<file path="src/rtl/storebyte_rmw.sv">
// storebyte_rmw: store path into a word-only data RAM.
// Word stores are written directly; byte and halfword stores read the
// addressed word, merge the new lane(s) in, and write the whole word back.
// Only one store is in flight at a time.

module storebyte_rmw #(
  parameter int ADDR_W = 32
) (
  input  logic              clk,
  input  logic              rst_n,
  input  logic              req_valid,
  output logic              req_ready,
  input  logic [ADDR_W-1:0] addr,
  input  logic [1:0]        LSOp,
  input  logic [31:0]       WD_in,
  output logic              done,
  output logic              busy,
  output logic [ADDR_W-3:0] mem_addr,
  output logic              mem_re,
  input  logic [31:0]       mem_rdata,
  output logic              mem_we,
  output logic [31:0]       mem_wdata,
  output logic [3:0]        mem_be
);

  typedef enum logic [1:0] {
    IDLE,
    READ,
    WAIT,
    WRITE
  } state_t;

  localparam logic [1:0] OP_BYTE = 2'b01;
  localparam logic [1:0] OP_HALF = 2'b10;

  state_t            state;
  state_t            next_state;

  // Captured request; word_q first holds the store data, then the merged word.
  logic [ADDR_W-3:0] addr_q;
  logic [1:0]        lane_q;
  logic [1:0]        op_q;
  logic [3:0]        be_q;
  logic [31:0]       word_q;

  logic              accept;
  logic              is_subword;
  logic [3:0]        be_next;
  logic [31:0]       merged;

  assign accept     = (state == IDLE) && req_valid;
  assign is_subword = (LSOp == OP_BYTE) || (LSOp == OP_HALF);

  // Lane mask for the incoming request; opcode 00 behaves like a word store.
  always_comb begin
    be_next = 4'b1111;
    if (LSOp == OP_BYTE) begin
      be_next = 4'b0001 << addr[1:0];
    end else if (LSOp == OP_HALF) begin
      be_next = addr[1] ? 4'b1100 : 4'b0011;
    end
  end

  // Replace the selected lane(s) of the RAM word with the right-aligned store data.
  always_comb begin
    merged = mem_rdata;
    if (op_q == OP_BYTE) begin
      case (lane_q)
        2'd0:    merged[7:0]   = word_q[7:0];
        2'd1:    merged[15:8]  = word_q[7:0];
        2'd2:    merged[23:16] = word_q[7:0];
        default: merged[31:24] = word_q[7:0];
      endcase
    end else if (lane_q[1]) begin
      merged[31:16] = word_q[15:0];
    end else begin
      merged[15:0]  = word_q[15:0];
    end
  end

  // State register; reset returns to IDLE immediately, even mid-store.
  always_ff @(posedge clk or negedge rst_n) begin
    if (!rst_n) begin
      state <= IDLE;
    end else begin
      state <= next_state;
    end
  end

  // Capture the request on accept and fold in the RAM word during WAIT.
  always_ff @(posedge clk or negedge rst_n) begin
    if (!rst_n) begin
      addr_q <= '0;
      lane_q <= '0;
      op_q   <= '0;
      be_q   <= '0;
      word_q <= '0;
    end else if (accept) begin
      addr_q <= addr[ADDR_W-1:2];
      lane_q <= addr[1:0];
      op_q   <= LSOp;
      be_q   <= be_next;
      word_q <= WD_in;
    end else if (state == WAIT) begin
      word_q <= merged;
    end
  end

  // Next-state and output decode; all outputs derive from state and captured regs.
  always_comb begin
    next_state = state;
    req_ready  = 1'b0;
    busy       = 1'b1;
    mem_re     = 1'b0;
    mem_we     = 1'b0;
    done       = 1'b0;
    mem_wdata  = '0;
    mem_be     = be_q;
    mem_addr   = addr_q;
    case (state)
      IDLE: begin
        req_ready = 1'b1;
        busy      = 1'b0;
        mem_be    = '0;
        if (req_valid) begin
          next_state = is_subword ? READ : WRITE;
        end
      end
      READ: begin
        mem_re     = 1'b1;
        next_state = WAIT;
      end
      WAIT: begin
        next_state = WRITE;
      end
      WRITE: begin
        mem_we     = 1'b1;
        done       = 1'b1;
        mem_wdata  = word_q;
        next_state = IDLE;
      end
      default: begin
        next_state = IDLE;
      end
    endcase
  end

endmodule

</file>
<file path="config.mk">
export PLATFORM = sky130hd
export DESIGN_NAME = storebyte_rmw
export DESIGN_NICKNAME = d
export VERILOG_FILES = /design/src/rtl/storebyte_rmw.sv
export SDC_FILE = /design/constraint.sdc
export NUM_CORES = 1
export LEC_CHECK = 0
export BUFFER_PORTS_ARGS = -buffer_cell sky130_fd_sc_hd__buf_4
export CAP_MARGIN = 20
export CORE_MARGIN = 2
export CORE_UTILIZATION = 48
export DETAILED_ROUTE_END_ITERATION = 8
export GPL_ROUTABILITY_DRIVEN = 0
export PLACE_DENSITY = 0.8
export SLEW_MARGIN = 30
export SYNTH_ARGS = -nofsm -noshare
export SYNTH_HDL_FRONTEND = slang
export SYNTH_SLANG_ARGS = --single-unit
</file>
<file path="constraint.sdc">
create_clock -name clk -period 2.2 [get_ports clk]
set_input_delay 0 -clock clk [delete_from_list [all_inputs] [get_ports clk]]
set_output_delay 0 -clock clk [all_outputs]
set_load 0.03 [all_outputs]
</file>
==> Word level (Yosys, flattened, before mapping) <==
Index checks and enable logic that the tools add are counted.
{ "totals": {"reg_bits": 72, "wordCells": 49} }
{ "classes": {"n_eq_ne": 10, "n_reduce_logical": 9, "shifts": 1, "mux": 21} }
{ "op_table": {"columns": ["operator", "count"], "rows": [
  ["32-bit 2-to-1 mux", 4],
  ["16-bit 2-to-1 mux", 2],
  ["8-bit 2-to-1 mux", 4],
  ["4-bit 2-to-1 mux", 4],
  ["2-bit by 1-bit equality test with 1-bit output, second input constant", 4],
  ["2-bit equality test, second input constant", 4],
  ["2-bit case mux with 4 select lines", 1],
  ["2-bit logical NOT", 2],
  ["1-bit 2-to-1 mux", 4],
  ["2-bit 2-to-1 mux", 2],
  ["1-bit by 2-bit << shifter with 4-bit output, first input constant", 1],
  ["3-bit inequality test, second input constant", 1],
  ["3-bit AND reduction", 1],
  ["3-bit nonzero test", 1],
  ["3-bit OR reduction", 1],
  ["2-bit inequality test, second input constant", 1],
  ["2-bit AND reduction", 1],
  ["2-bit nonzero test", 1],
  ["1-bit logical AND", 1],
  ["1-bit logical OR", 1]
]} }

==> Logic depth before layout (Yosys ltp) <==
{ "logic_depth": {"word_depth": 6, "ltp_mapped": 9, "depth_no_buf": 5} }

==> Worst setup path after synthesis <==
Ideal clock, no wire load.
{ "synth_timing": {"path_kind": "register -> register", "start": "reg state[0]", "end": "reg addr_q[22], in the netlist mem_addr[22]", "slack_ns": 0.126, "arrival_ns": 1.949, "setup_time_ns": 0.125, "path_stages_with_launch": 9, "path_cell_list": "dfrtp_1 > inv_1 > ha_1 > buf_6 > and2_4 > buf_6 > buf_6 > buf_2 > mux2_2"} }
{ "synth_via": {"elab_chain_len": 2} }
{ "synth_lines": {"columns": ["element", "line", "source"], "rows": [
  ["from (decl)", "36", "state_t state;"],
  ["from (signal assigned)", "86", "state <= next_state;"],
  ["2-bit logical NOT", "51", "assign accept = (state == IDLE) && req_valid;"],
  ["1-bit logical AND", "51", null],
  ["to (signal assigned)", "99", "addr_q <= addr[ADDR_W-1:2];"],
  ["to (decl)", "40", "logic [ADDR_W-3:0] addr_q;"]
]} }
Every way passes these cells.
A chain may end at the register's enable or synchronous reset.

==> Final worst setup path <==
{ "layout_timing": {"start": "reg state[0]", "end": "reg addr_q[5], in the netlist mem_addr[5]"} }
Same word-level chain as after synthesis.

==> metrics.cfg <==
[status]
status = finished, final reports clean

[timing]
fin_crit_sh_pct = 85.5
slew_viol_final = 0
max_freq_mhz = 532
post-route-min-period_ns = 1.88
hold_viol_final = 0
relSlewSlack_pct = 56.6
tns_ns = 0
rsz0062_at_grt = no
timing.hold.ws_ns = 0.00544
final.setup_skew_ns = 0.0126
tightest_slew_ns = 0.650
setup_viol = 0

[clock_network]
numCtsBuffers = 9
postCtsSetupRepairBufs = 0
cts-hold-fix-buffers = 68
h-tree-depth = 3
clockBufferDepth = 2
clk_pin_slew_worst_paths_ns = 0.08
cts_tree = built
clock_sinks = 72
clock_latency_ns = 0.35
cts_resized = 0
cts-root-buf = clkbuf_8

[worst_setup_path]
worstSetupEndpointType = flip-flop
crit_path_top_delay_cell = dfrtp_1
reg2reg_from = state[0]
worst_r2r_path_depth = 5
required_ns = 2.43
path_cells = inv_1 > ha_1 > and2_4 > buf_4 > mux2_2
worstPathArrival_ns = 2.11
path_class = flip-flop to flip-flop
regToRegEndpoint = mem_addr[5]
slowest_delay_ns = 0.41
startpoint_type = flip-flop
endpoint = mem_addr[5]
cp_max_fo = 18
cp-startpoint = state[0]
r2r_slack_ns = 0.32

[synth]
syn_nets = 473
synth-main-ff-cell = dfrtp_1
async_flop_share_pct = 100
yosys_warnings = 0
synthesis.area_per_instance_um2 = 10.8
synth_edf_count = 0
synth_area_um2 = 3950
synth-seq-cells = 72
synth_seq_area_share_pct = 45.6
postSynthCellCount = 365
synth.distinct_cells = 36

[flow_run]
cap_violations = 0

[floorplan]
io_pins = 172
die_w_um = 94.7
die_h_um = 94.7
rows = 33
start_util_pct = 48.8
core_um2 = 8090
die_area_um2 = 8970

[hold_path]
holdPathStages = 3
hold_class = input pin to flip-flop

[global_route]
grt_antenna_before_repair = 0
grt_usage_pct = 28.4
grt_first_pass_wirelength_um = 19300
gr-total-overflow = 0
grt_max_degree = 73
grt_pass1_vias = 3964

[final_layout]
drive_gt1_share_pct = 42.8
final_cell_mix = buf_4 (182), dfrtp_1 (72), dlygate4sd3_1 (68)
insertedDiodeCount = 0
final_common_cell = buf_4
fillers = 536
final_nets = 706
area_growth_pct = 56.8

[drt]
viasPerCell = 5.30
dr.pass1.iters = 4
num_vias = 3755
routed_wl_um = 12600
drt_iter0_drc = 296
wl_per_cell_um = 17.8
ant_nets = 0
drc = 0

[placement]
dpl.hpwl_um = 8290
port_buffers = 171

[pwr]
ir_worst_vdd_mv = 0.905
cellLeakagePower_nw = 2.92
power.density_nw_per_um2 = 1390

==> Yosys cell counts (2+ instances only) <==
library cell	n	share of area, %
a211oi_1	16	3.0
a21o_1	2	0.38
a21oi_1	2	0.25
a22o_1	3	0.67
a31oi_1	16	2.5
and2_1	32	5.1
and3_1	24	3.8
and3b_1	2	0.44
buf_2	6	0.76
buf_4	5	0.95
buf_6	3	0.86
clkbuf_1	13	1.2
clkinv_1	2	0.19
dfrtp_1	72	46
ha_1	7	2.2
inv_1	7	0.67
mux2_2	51	15
mux2_4	4	1.5
mux2i_1	9	2.3
nand2_1	15	1.4
nand2b_1	3	0.48
nor2_1	9	0.86
nor2b_1	6	0.95
nor3_1	9	1.1
o211ai_1	16	3.0
o21ai_0	20	2.5
o21ai_1	2	0.25
==> final cells by class <==
type | count | area (um2) | share of cell area, %
clock buffers | 10 | 138 | 2.22
flip-flops and latches | 72 | 1800 | 29.1
well taps | 105 | 131 | 2.12
repair buffers | 251 | 2060 | 33.2
multi-input cells | 255 | 1960 | 31.7
inverters | 9 | 33.8 | 0.546
clock inverters | 6 | 67.6 | 1.09
==> logic make-up after synthesis <==
group	share of synthesized area, %
buf+inv	4.88
fa+ha+maj	2.22
flops	45.6
compound gates	14.3
simple gates	14.6
mux	18.3
==> worst max-delay path: cells and delay by family (launching register included) <==
family	cells	cell delay, ns
adder cells (fa/ha/maj)	1	0.21
flip-flops	1	0.41
AND/OR/NAND/NOR	1	0.31
buffers and inverters	2	0.44
multiplexers	1	0.38
==> power by group <==
part | total [mW] | switching [mW] | internal, mW
combinational | 4.91 | 2.77 | 2.15
clock | 1.09 | 0.527 | 0.559
sequential | 2.59 | 0.585 | 2.01
==> sequential cells by signal, indices dropped and copies added (netlist names) <==
| name | flops |
|---|---|
| word_q | 32 |
| op_q | 2 |
| mem_addr | 30 |
| be_q | 4 |
| state | 2 |
| lane_q | 2 |
==> stage by stage <==
| step | power, mW | cell area, um2 | utilization (%) | setup slack (ns) | instances |
|---|---|---|---|---|---|
| after floorplan | 5.69 | 3950 | - | 0.126 | 365 |
| after global placement | 7.19 | 5300 | 65.5 | 0.404 | 624 |
| after detailed placement | 7.35 | 5300 | 65.5 | 0.315 | 624 |
| after CTS | 8.53 | 6190 | 76.5 | 0.304 | 708 |
| after global routing | 9.10 | 6190 | 76.5 | 0.170 | 708 |
| final | 8.59 | 6190 | 76.5 | 0.319 | 708 |
==> per-layer routing <==
metal / GRT usage (%) / wire length [um] / vias to the layer above
met4: 11.8 / 282 / 0
met3: 7.66 / 1180 / 28
li1: - / - / 1781
met1: 34.0 / 4950 / 1760
met2: 48.3 / 6170 / 186
met5: 0 / 0 / -
==> how the worst min path moves through the flow <==
stage / start / endpoint / slack (ns)
after CTS: mem_rdata[3] / word_q[3] / 0.0001
after detailed placement: rst_n / mem_addr[18] / 0.18
after floorplan: rst_n / be_q[0] / -0.30
after global placement: rst_n / mem_addr[12] / 0.16
final: mem_rdata[8] / word_q[8] / 0.005
after global routing: WD_in[4] / word_q[4] / 0.004
Note: power is estimated with default switching activity, not from simulation.
